`config.mk`:
```
export PLATFORM = sky130hd
export DESIGN_NAME = load_store_unit
export DESIGN_NICKNAME = d
export VERILOG_FILES = /design/src/rtl/lsu_pkg.sv /design/src/rtl/lsu_lane_align.sv /design/src/rtl/load_store_unit.sv
export SDC_FILE = /design/constraint.sdc
export NUM_CORES = 1
export LEC_CHECK = 0
export BUFFER_PORTS_ARGS = -buffer_cell sky130_fd_sc_hd__buf_4
export CORE_MARGIN = 4
export CORE_UTILIZATION = 45
export CTS_BUF_LIST = sky130_fd_sc_hd__clkbuf_8 sky130_fd_sc_hd__clkbuf_16
export DETAILED_ROUTE_END_ITERATION = 8
export PLACE_DENSITY = 0.87
export SLEW_MARGIN = 0
export SYNTH_ARGS = -nofsm -noshare
export SYNTH_HDL_FRONTEND = slang
export SYNTH_SLANG_ARGS = --single-unit
export TNS_END_PERCENT = 5
```
`constraint.sdc`:
```
create_clock -name clk -period 2.2 [get_ports clk]
set_input_delay 0.11 -clock clk [delete_from_list [all_inputs] [get_ports clk]]
set_output_delay 0.11 -clock clk [all_outputs]
set_load 0.01 [all_outputs]
```
`src/rtl/lsu_pkg.sv`:
```
// Shared definitions for the load/store unit.
// Contents: op encodings, FSM state enum, captured-request struct,
// default word-index width, and small op-decoding helpers.
package lsu_pkg;

   localparam int LSU_MEM_IDX_W = 8;

   localparam logic [2:0] LSU_OP_B  = 3'b000;
   localparam logic [2:0] LSU_OP_H  = 3'b001;
   localparam logic [2:0] LSU_OP_W  = 3'b010;
   localparam logic [2:0] LSU_OP_BU = 3'b100;
   localparam logic [2:0] LSU_OP_HU = 3'b101;

   typedef enum logic [1:0] {ST_IDLE, ST_RD, ST_WR, ST_RESP} lsu_state_e;

   typedef struct packed {
      logic       store;
      logic [2:0] op;
      logic [1:0] lane;
   } lsu_req_t;

   function automatic logic op_legal(input logic [2:0] op);
      return (op == LSU_OP_B)  || (op == LSU_OP_H) || (op == LSU_OP_W) ||
             (op == LSU_OP_BU) || (op == LSU_OP_HU);
   endfunction

   // op[1:0] gives the access size: 00 byte, 01 half, 10 word
   function automatic logic misaligned(input logic [2:0] op, input logic [1:0] lane);
      case (op[1:0])
         2'b01:   return lane[0];
         2'b10:   return |lane;
         default: return 1'b0;
      endcase
   endfunction

   function automatic logic [1:0] force_lane(input logic [2:0] op, input logic [1:0] lane);
      case (op[1:0])
         2'b01:   return {lane[1], 1'b0};
         2'b10:   return 2'b00;
         default: return lane;
      endcase
   endfunction

endpackage

```
`src/rtl/lsu_lane_align.sv`:
```
// Combinational lane logic for the load/store unit.
// Ports: word  - word read from data memory
//        lane  - byte offset within the word (already aligned for half/word)
//        op    - access op (size in op[1:0], zero-extend in op[2])
//        wdata - right-justified store data
//        ldata - extended load value
//        mword - word with the store lane merged in (wdata for word ops)
module lsu_lane_align
   import lsu_pkg::*;
(
   input  logic [31:0] word,
   input  logic [1:0]  lane,
   input  logic [2:0]  op,
   input  logic [31:0] wdata,
   output logic [31:0] ldata,
   output logic [31:0] mword
);

   logic [7:0]  b;
   logic [15:0] h;

   always_comb begin
      b     = word[{lane, 3'b000} +: 8];
      h     = lane[1] ? word[31:16] : word[15:0];
      ldata = word;
      mword = wdata;
      case (op[1:0])
         2'b00: begin
            ldata = {{24{~op[2] & b[7]}}, b};
            mword = word;
            mword[{lane, 3'b000} +: 8] = wdata[7:0];
         end
         2'b01: begin
            ldata = {{16{~op[2] & h[15]}}, h};
            mword = word;
            if (lane[1]) mword[31:16] = wdata[15:0];
            else         mword[15:0]  = wdata[15:0];
         end
         default: ;
      endcase
   end

endmodule

```
`src/rtl/load_store_unit.sv`:
```
// Load/store unit in front of the word-addressed data memory.
// Converts byte-addressed byte/half/word requests into single-word
// memory reads/writes; sub-word stores are read-modify-write.
// Ports: clk, rst_n (async, active low)
//        req_valid/req_ready/req_store/req_op/req_addr/req_wdata - request
//        resp_valid/resp_rdata/resp_err - one-cycle response
//        mem_read/mem_write/mem_addr/mem_wdata/mem_rdata - data memory
// Build option: LSU_MISALIGN_TRAP_EN - misaligned half/word accesses
// return resp_err instead of having their low address bits forced down.
module load_store_unit
   import lsu_pkg::*;
#(
   parameter int MEM_IDX_W = LSU_MEM_IDX_W,
   parameter int ADDR_W    = 32
) (
   input  logic              clk,
   input  logic              rst_n,
   input  logic              req_valid,
   output logic              req_ready,
   input  logic              req_store,
   input  logic [2:0]        req_op,
   input  logic [ADDR_W-1:0] req_addr,
   input  logic [31:0]       req_wdata,
   output logic              resp_valid,
   output logic [31:0]       resp_rdata,
   output logic              resp_err,
   output logic              mem_read,
   output logic              mem_write,
   output logic [31:0]       mem_addr,
   output logic [31:0]       mem_wdata,
   input  logic [31:0]       mem_rdata
);

   lsu_state_e           state, state_nxt;
   lsu_req_t             req_r;
   logic [MEM_IDX_W-1:0] idx_r;
   logic [31:0]          wdata_r, rdata_r, mword_r;
   logic                 err_r;
   logic                 accept, trap;
   logic [1:0]           lane_in;
   logic [31:0]          ldata, mword;
   logic                 unused_addr;

   assign accept      = req_valid && req_ready;
   // address bits above the word index only wrap the index
   assign unused_addr = ^req_addr[ADDR_W-1:MEM_IDX_W+2];

`ifdef LSU_MISALIGN_TRAP_EN
   assign trap    = !op_legal(req_op) || misaligned(req_op, req_addr[1:0]);
   assign lane_in = req_addr[1:0];
`else
   assign trap    = !op_legal(req_op);
   assign lane_in = force_lane(req_op, req_addr[1:0]);
`endif

   lsu_lane_align u_align (
      .word  (mem_rdata),
      .lane  (req_r.lane),
      .op    (req_r.op),
      .wdata (wdata_r),
      .ldata (ldata),
      .mword (mword)
   );

   always_ff @(posedge clk or negedge rst_n) begin
      if (!rst_n) state <= ST_IDLE;
      else        state <= state_nxt;
   end

   always_comb begin
      state_nxt = state;
      case (state)
         ST_IDLE: if (accept) begin
            if (trap)                                state_nxt = ST_RESP;
            else if (req_store && req_op[1:0] == 2'b10) state_nxt = ST_WR;
            else                                     state_nxt = ST_RD;
         end
         ST_RD:   state_nxt = req_r.store ? ST_WR : ST_RESP;
         ST_WR:   state_nxt = ST_RESP;
         ST_RESP: state_nxt = ST_IDLE;
         default: state_nxt = ST_IDLE;
      endcase
   end

   always_ff @(posedge clk or negedge rst_n) begin
      if (!rst_n) begin
         req_r   <= '0;
         idx_r   <= '0;
         wdata_r <= '0;
         rdata_r <= '0;
         mword_r <= '0;
         err_r   <= 1'b0;
      end else begin
         if (accept) begin
            req_r   <= '{store: req_store, op: req_op, lane: lane_in};
            idx_r   <= req_addr[MEM_IDX_W+1:2];
            wdata_r <= req_wdata;
            mword_r <= req_wdata;   // final write data for word stores
            rdata_r <= '0;
            err_r   <= trap;
         end
         // mem_rdata is valid at the edge that ends the read cycle
         if (state == ST_RD) begin
            if (req_r.store) mword_r <= mword;
            else             rdata_r <= ldata;
         end
      end
   end

   assign req_ready  = (state == ST_IDLE);
   assign resp_valid = (state == ST_RESP);
   assign resp_rdata = resp_valid ? rdata_r : 32'h0;
   assign resp_err   = resp_valid & err_r;
   assign mem_read   = (state == ST_RD);
   assign mem_write  = (state == ST_WR);
   assign mem_addr   = 32'(idx_r);
   assign mem_wdata  = mword_r;

endmodule

```
# == After elaboration in Yosys (flattened, before gate mapping) ==
# Index checks and enable logic that the tools add are counted.
# classes
addsub,1
eq_ne,11
n_shift,3
mux,19
bitwise_logic,4
reduce_logical,10
# op_table
cell,count
32-bit two-way mux,7
32-bit one-hot mux with 2 select lines,2
16-bit two-way mux,3
32-bit bitwise mux,1
8-bit by 7-bit variable shift with 32-bit output (first input constant),1
32-bit by 6-bit variable part select with 8-bit output,1
8-bit by 7-bit variable part select with 32-bit output,1
2-bit one-hot mux with 4 select lines,1
5-bit negation with 7-bit output,1
2-bit by 1-bit equality test with 1-bit output (second input constant),3
2-bit equality test (second input constant),3
3-bit equality test (second input constant),2
2-bit two-way mux,3
2-bit logical NOT,2
1-bit logical OR,4
2-bit one-hot mux with 2 select lines,1
1-bit AND,3
3-bit by 1-bit equality test with 1-bit output (second input constant),1
3-bit by 2-bit equality test with 1-bit output (second input constant),1
3-bit logical NOT,1
1-bit logical AND,2
2-bit by 1-bit inequality test with 1-bit output (second input constant),1
1-bit logical NOT,1
1-bit two-way mux,1
1-bit NOT,1
# word_totals
ff_bits,113
input_bits,103
word_cells,57

# == Logic depth before layout (Yosys ltp) ==
# Gate-level depths: netlist (run 1).
# logic_depth
word_depth,8
ltp_mapped,9
depth_no_buf,6

# == By module ==
# Synthesis (run 1) repeated with hierarchy kept, for this count alone.
# hier_totals
cells_unflattened,779
area_unflattened_um2,6735.2
# by_module_without_submodules
module,instances,cells_each,area_each_um2,seq_area_each_um2
load_store_unit,1,498,4932.2,2827.7
lsu_lane_align,1,281,1803.0,0.0

# == Least setup slack after synthesis (run 1) ==
# No wires, ideal clock.
# synth_timing
path_type,register to register
start,register req_r[1] (netlist bit)
end,register mword_r[25] (netlist: mem_wdata[25])
setup_ns,0.082
arrival_time_ns,2.290
required_time_ns,2.118
path_slack_ns,-0.172
path_stages_with_launch,9
cell_sequence,dfrtp_1 -> buf_6 -> clkbuf_1 -> inv_1 -> ha_1 -> or4b_4 -> nor4b_4 -> a221oi_1 -> a31oi_1
# synth_between
elab_chain_len,6
elab_cells_between_ends,8
classes_between,add/sub: 1; shift: 2; mux: 5
# synth_lines
element,line_no,rtl
start: declaration,load_store_unit.sv:35,lsu_req_t req_r;
start signal: assignment,load_store_unit.sv:95,"req_r <= '{store: req_store, op: req_op, lane: lane_in};"
5-bit negation with 7-bit output,lsu_lane_align.sv:31,"mword[{lane, 3'b000} +: 8] = wdata[7:0];"
8-bit by 7-bit variable part select with 32-bit output / 8-bit by 7-bit variable shift with 32-bit output (equally long branches),lsu_lane_align.sv:31,
32-bit bitwise mux,lsu_lane_align.sv:31,
32-bit one-hot mux with 2 select lines *,lsu_lane_align.sv:27,case (op[1:0])
32-bit two-way mux *,load_store_unit.sv:104,if (req_r.store) mword_r <= mword;
32-bit two-way mux *,load_store_unit.sv:103,if (state == ST_RD) begin
end signal: assignment,load_store_unit.sv:98,mword_r <= req_wdata;
end signal: assignment,load_store_unit.sv:104,
end: declaration,load_store_unit.sv:37,"logic [31:0] wdata_r, rdata_r, mword_r;"
# Every way passes the cells marked *; elsewhere a longest branch is shown, timed or not.
# A chain may end at the register's enable or synchronous reset.

# == Final worst setup path (run 1) ==
# layout_timing
start,register req_r[1] (netlist bit)
end,register mword_r[27] (netlist: mem_wdata[27])
# The elaborated chain is that of the path after synthesis.

==> results of run 1 <==
per-layer routing:
layer  global-route usage  vias up  routed length (µm)
li1                     -     2731                   -
met1                0.362     2964                8200
met2                0.436      403                9770
met3               0.0749       61                2370
met4                0.129        0                 770
met5                    0        -                   0
kinds of logic after synthesis:
kind of cell / Yosys count / share of synthesized area
other: 1 / 0.000624
adder cells (fa/ha/maj): 12 / 0.0250
AO/OA/AOI/OAI: 172 / 0.228
multiplexers: 8 / 0.0156
buffers and inverters: 80 / 0.0689
flip-flops: 113 / 0.470
AND/OR/NAND/NOR: 249 / 0.191
critical path, stage by stage (launching register included):
cell and delay [ns]:
sky130_fd_sc_hd__dfrtp_2 0.43, sky130_fd_sc_hd__inv_1 0.12, sky130_fd_sc_hd__ha_2 0.24, sky130_fd_sc_hd__or4b_4 0.55
sky130_fd_sc_hd__nor4b_4 0.32, sky130_fd_sc_hd__a221oi_1 0.15, sky130_fd_sc_hd__a31oi_1 0.20
metrics by stage:
stage / power, W / area (µm²) / cells / util
2_1_floorplan: 0.00658 / 6100 / 658 / -
3_5_place_dp: 0.00874 / 7420 / 953 / 0.579
3_3_place_gp: 0.00858 / 7420 / 953 / 0.579
5_1_grt: 0.0125 / 8760 / 1054 / 0.683
4_1_cts: 0.0117 / 8740 / 1053 / 0.681
6_report: 0.0118 / 8760 / 1054 / 0.683
flip-flops by register name, summed over array words and instances, names as in the netlist:
| register | cells |
|---|---|
| rdata_r | 32 |
| state | 2 |
| idx_r | 8 |
| err_r | 1 |
| req_r | 6 |
| wdata_r | 32 |
| mem_wdata | 32 |
area by class of cell:
cell class | count | area [µm²] | share of cell area
clock buffer | 22 | 494 | 0.0564
multi-input combinational | 465 | 2880 | 0.329
timing repair buffer | 261 | 2180 | 0.249
sequential | 113 | 2830 | 0.323
inverter | 13 | 48.8 | 0.00557
clock inverter | 8 | 111 | 0.0127
tap | 172 | 215 | 0.0246
cell usage after synthesis, types with 3 or more instances:
| cell | n | share of area |
|---|---|---|
| sky130_fd_sc_hd__dfrtp_1 | 113 | 0.47 |
| sky130_fd_sc_hd__buf_1 | 3 | 0.0019 |
| sky130_fd_sc_hd__nor2_1 | 6 | 0.0037 |
| sky130_fd_sc_hd__a22o_1 | 3 | 0.0044 |
| sky130_fd_sc_hd__a32oi_1 | 19 | 0.028 |
| sky130_fd_sc_hd__a32o_1 | 4 | 0.0067 |
| sky130_fd_sc_hd__a31oi_1 | 24 | 0.025 |
| sky130_fd_sc_hd__nor3_1 | 3 | 0.0025 |
| sky130_fd_sc_hd__a21oi_1 | 6 | 0.0050 |
| sky130_fd_sc_hd__nand2_1 | 174 | 0.11 |
| sky130_fd_sc_hd__ha_1 | 12 | 0.025 |
| sky130_fd_sc_hd__and2_1 | 36 | 0.037 |
| sky130_fd_sc_hd__a221o_1 | 14 | 0.023 |
| sky130_fd_sc_hd__o21ai_0 | 27 | 0.022 |
| sky130_fd_sc_hd__clkbuf_1 | 31 | 0.019 |
| sky130_fd_sc_hd__nand3_1 | 10 | 0.0083 |
| sky130_fd_sc_hd__buf_4 | 24 | 0.030 |
| sky130_fd_sc_hd__inv_1 | 13 | 0.0081 |
| sky130_fd_sc_hd__a211oi_1 | 4 | 0.0050 |
| sky130_fd_sc_hd__mux2_2 | 7 | 0.013 |
| sky130_fd_sc_hd__buf_2 | 7 | 0.0058 |
| sky130_fd_sc_hd__nor2b_1 | 5 | 0.0052 |
| sky130_fd_sc_hd__a22oi_1 | 14 | 0.017 |
| sky130_fd_sc_hd__a221oi_1 | 24 | 0.035 |
| sky130_fd_sc_hd__a221o_2 | 16 | 0.030 |
power groups by stage:
stage / registers [W] / logic (W) / clock network (W)
2_1_floorplan: 0.00370 / 0.00288 / 0
4_1_cts: 0.00378 / 0.00510 / 0.00281
5_1_grt: 0.00392 / 0.00565 / 0.00292
6_report: 0.00384 / 0.00518 / 0.00280
3_5_place_dp: 0.00379 / 0.00495 / 0
3_3_place_gp: 0.00377 / 0.00481 / 0
worst max-delay path by stage:
stage,start,to,slack [ns],cells after the start
detailed placement,state[1],rdata_r[1],-0.01,6
global route,req_r[1],mem_wdata[27],-0.02,6
finish,req_r[1],mem_wdata[27],0.09,6
global placement,state[1],rdata_r[6],0.07,6
floorplan,req_r[1],mem_wdata[25],0.02,8
CTS,req_r[1],mem_wdata[27],0.01,6
timing repair:
| item | CTS | global route |
|---|---|---|
| gates resized for setup | 1 | 3 |
| setup buffers | 0 | 1 |
| hold buffers | 70 | 0 |
| hold endpoints to repair | 184 | 0 |
| setup endpoints to repair | 8 | 31 |
| pin swaps | 0 | 1 |
==> metrics.txt, run 1 <==
status finished clean; antenna viol nets, final 0; total power density per cell area approximately 1300 nW/µm²; final cycle utilization of the critical path 0.957; later-pin clock latency in the skew report approximately 0.4 ns; Critical Path Sink Type flop; post-DP HPWL between 10000 and 15000 µm; Sum Neg Setup Slack 0 ns; Min-Delay Endpoint req_r[1]; Post-synth EDFFs 0; sequential fraction of the synthesis area 0.470; die boundary height approximately 120 µm; count of synthesis-stage warnings from yosys 0; Synth Cell Area about 6000 µm²; antenna violations before repair 0; clock input transition at the sequential cells of the worst setup and hold paths 0.05 ns; number of fill cells in the layout around 950; overall via count from detail_route 6159; WL/cell 20.0 µm; relative contribution of combinational cells to total power 0.438; share of flip-flops with an asynchronous set or reset 1.00; die area roughly 15000 µm²; critical path arrival about 2.4 ns; Final Wtd Congestion 1.01; startpoint class of the critical path flop; startpoint of the most critical register-to-register path req_r[1]; fmax 475 MHz; final worst-path setup slack ~0.095 ns; sequential fraction of design power 0.325; max-slew headroom at the worst pin 0.479; first-pass detailed-route iteration total 9; Mean Syn Cell Area between 9 and 10 µm²; Final Hold Violating Endpoints 0; via/cell ratio 5.84; number of global-route vias before repair around 6000; TritonCTS clock tree built; final count of pins violating max slew 0; final critical delay including setup and external delays ~2.1 ns; leading cell type in the layout, fill and taps excluded sky130_fd_sc_hd__buf_4; critical path start-end classification reg -> reg; post-synth cell types 53; number of diodes added for antenna fixing 0; detailed-route DRC error count 0; Port Buf Inserts ~160; Hold Slack 0.000330 ns; Reg-to-Reg End mem_wdata[27]; switching power total between 0.004 and 0.005 W; total of max-cap violations 0; number of violations reported at the end of detailed-routing iteration 0 a little under 700; VDD IR max just under 0.0008 V; path category of the worst min-delay check in -> reg; placeable core region about 13000 µm²; Chip Width between 100 and 150 µm; total leakage power ~4.3 nW; cell count of the worst hold path 3; maximum number of pins on one net before global-route repair 60; worst reg2reg setup slack approximately 0.095 ns; final number of setup-violating endpoints 0; GR Overflow Total 0; clk sink count roughly 110; Initial Utilization 0.469; commonest non-fill, non-tap cells in the layout sky130_fd_sc_hd__buf_4 (187), sky130_fd_sc_hd__nand2_1 (172), sky130_fd_sc_hd__dfrtp_1 (112), sky130_fd_sc_hd__dlygate4sd3_1 (70), sky130_fd_sc_hd__and2_1 (35); R2R cell count 6; Setup WS pre-CTS -0.0149 ns; Slew @ Worst Pin about 0.78 ns; Clk network pwr share 0.237; Net count, final 986; Post-Synthesis Cells around 640; highest net fanout along the worst path 6; Placement Rows 41; Top Ports between 200 and 250; synthesis-to-finish area growth 45.7%; overall track demand over capacity in global routing 0.279; endpoint required time on the critical path roughly 2.5 ns; setup repair after global routing missed its margin true; number of synthesized register bits approximately 110; most frequently used flop master after synthesis sky130_fd_sc_hd__dfrtp_1; clk root buf sky130_fd_sc_hd__clkbuf_16; Clock Path Buffers 2; wire length of the first global-routing pass about 32000 µm; switching part of the total power 0.387; worst-case clock skew 0.00837 ns; layout cells sized above 1 0.291; total wire length after detailed routing approximately 21000 µm; clock buffers created by TritonCTS 17; H-tree depth 4; hold wc startpoint req_addr[1]; internal portion of total power 0.00724 W
Note: power is estimated with default switching activity, not from simulation.
==> inputs of run 2 (changes only) <==
--- a/config.mk
+++ b/config.mk
@@ -7,10 +7,10 @@
 export LEC_CHECK = 0
 export BUFFER_PORTS_ARGS = -buffer_cell sky130_fd_sc_hd__buf_4
 export CORE_MARGIN = 4
-export CORE_UTILIZATION = 45
+export CORE_UTILIZATION = 43
 export CTS_BUF_LIST = sky130_fd_sc_hd__clkbuf_8 sky130_fd_sc_hd__clkbuf_16
 export DETAILED_ROUTE_END_ITERATION = 8
-export PLACE_DENSITY = 0.87
+export PLACE_DENSITY = 0.81
 export SLEW_MARGIN = 0
 export SYNTH_ARGS = -nofsm -noshare
 export SYNTH_HDL_FRONTEND = slang
==> constraint.sdc (replaced) <==
create_clock -name clk -period 2.27 [get_ports clk]
set_input_delay 0.1135 -clock clk [delete_from_list [all_inputs] [get_ports clk]]
set_output_delay 0.1135 -clock clk [all_outputs]
set_load 0.01 [all_outputs]
==> metrics.txt, run 2 (same netlist as run 1, synthesis figures left out) <==
final count of pins violating max slew 0; WL/cell around 20 µm; Final Wtd Congestion 0.980; status finished clean; critical path arrival ~2.5 ns; endpoint required time on the critical path about 2.6 ns; post-DP HPWL approximately 14000 µm; GR Overflow Total 0; Initial Utilization 0.447; setup repair after global routing missed its margin true; DP Cell Count between 900 and 1000; cell family with most CP delay simple AND/OR/NAND/NOR gates; H-tree depth 4; overall via count from detail_route between 6000 and 7000; Top Ports between 200 and 250; Final Hold Violating Endpoints 0; final instance area slightly below 9000 µm²; detailed-route DRC error count 0; antenna viol nets, final 0; number of violations reported at the end of detailed-routing iteration 0 roughly 670; worst reg2reg setup slack between 0.06 and 0.07 ns; Chip Width approximately 130 µm; commonest non-fill, non-tap cells in the layout sky130_fd_sc_hd__buf_4 (181), sky130_fd_sc_hd__nand2_1 (172), sky130_fd_sc_hd__dfrtp_1 (112), sky130_fd_sc_hd__dlygate4sd3_1 (74), sky130_fd_sc_hd__and2_1 (35); post-placement cell area around 7400 µm²; highest net fanout along the worst path 7; Slew @ Worst Pin 0.917 ns; Port Buf Inserts roughly 160; overall track demand over capacity in global routing 0.258; clk root buf sky130_fd_sc_hd__clkbuf_16; via/cell ratio 5.75; layout cells sized above 1 0.289; die boundary height about 130 µm; antenna violations before repair 0; maximum number of pins on one net before global-route repair 58; Critical Path Sink Type flop; clk sink count about 110; Hold Slack around 0.033 ns; startpoint class of the critical path flop; Crit path largest cell delay about 0.54 ns; path category of the worst min-delay check in -> reg; first-pass detailed-route iteration total 5; VDD IR max roughly 0.00092 V; fraction of the core area covered by cells at the end of the flow 0.646; worst-case clock skew 0.0149 ns; later-pin clock latency in the skew report between 0.4 and 0.5 ns; Placement Rows 42; critical path start-end classification reg -> reg; non-filler cells, final 1055; total leakage power between 4 and 5 nW; number of buffers added for setup after CTS 0; Critical-path top delay cell sky130_fd_sc_hd__or4b_4; max-slew headroom at the worst pin 0.389; clock buffers created by TritonCTS 17; total of max-cap violations 0; Net count, final 983; Clock Path Buffers 2; final cycle utilization of the critical path 0.973; TritonCTS clock tree built; total wire length after detailed routing around 21000 µm; total power density per cell area between 1000 and 1500 nW/µm²; fmax between 400 and 500 MHz; wire length of the first global-routing pass roughly 32000 µm; clock input transition at the sequential cells of the worst setup and hold paths 0.05 ns; sequence of cells on the critical path inv_1 > ha_1 > or4b_4 > nor4b_4 > a221oi_1 > a31oi_1; number of global-route vias before repair 5961; die area ~16000 µm²; final critical delay including setup and external delays between 2 and 2.5 ns; placeable core region approximately 13000 µm²; crit path buf inv count 1; synthesis-to-finish area growth 44.5%; leading cell type in the layout, fill and taps excluded sky130_fd_sc_hd__buf_4; final number of setup-violating endpoints 0
[run 2: report_power, final]
part	switching [W]	total (W)	leakage [nW]	internal [W]
Combinational	0.00272	0.00493	2.51	0.00221
Sequential	0.000786	0.00372	1.41	0.00294
Clock	0.000889	0.00247	0.281	0.00158
[run 2: final timing paths]
| check | startpoint | to | depth (start not counted) |
|---|---|---|---|
| worst min register to register | idx_r[7] | idx_r[7] | 2 |
| max in group asynchronous | rst_n | wdata_r[1] | 3 |
| min in group asynchronous | rst_n | mem_wdata[19] | 2 |
| worst max-delay path | req_r[1] | mem_wdata[31] | 6 |
| worst max register to register | req_r[1] | mem_wdata[31] | 6 |
| worst min-delay path | mem_rdata[8] | rdata_r[8] | 3 |
[run 2: final cells by class]
class	count	area (µm²)
fillers	1068	4760
multi-input cells	465	2880
flip-flops and latches	113	2830
repair buffers	258	2160
clock buffers	21	480
well taps	176	220
clock inverters	8	63.8
inverters	13	48.8
diodes	1	2.50
[run 2: repair_timing]
action	CTS	global route
endpoints found under the setup margin	0	34
hold buffers	74	0
resized for setup	0	8
hold endpoints to repair	155	0
[run 2: metal layers]
metal | up-vias | share of wire | wire (µm) | GRT usage
met2 | 351 | 0.46 | 9710 | 0.396
met3 | 51 | 0.092 | 1920 | 0.0737
met4 | 0 | 0.028 | 576 | 0.0991
met1 | 2928 | 0.42 | 8720 | 0.348
met5 | - | 0 | 0 | 0
li1 | 2736 | - | - | -
[run 2: tightest hold or removal path, stage by stage]
cell,delay [ns]
sky130_fd_sc_hd__buf_4,0.11
sky130_fd_sc_hd__a22oi_1,0.09
sky130_fd_sc_hd__nand3_1,0.08
[run 2: per-stage QoR]
stage	power, W	worst slack (ns)	TNS [ns]
global route	0.0118	-0.000992	-0.000992
detailed placement	0.00841	0.0957	0
CTS	0.0110	0.0797	0
floorplan	0.00637	0.0407	0
finish	0.0111	0.0610	0
global placement	0.00829	0.176	0
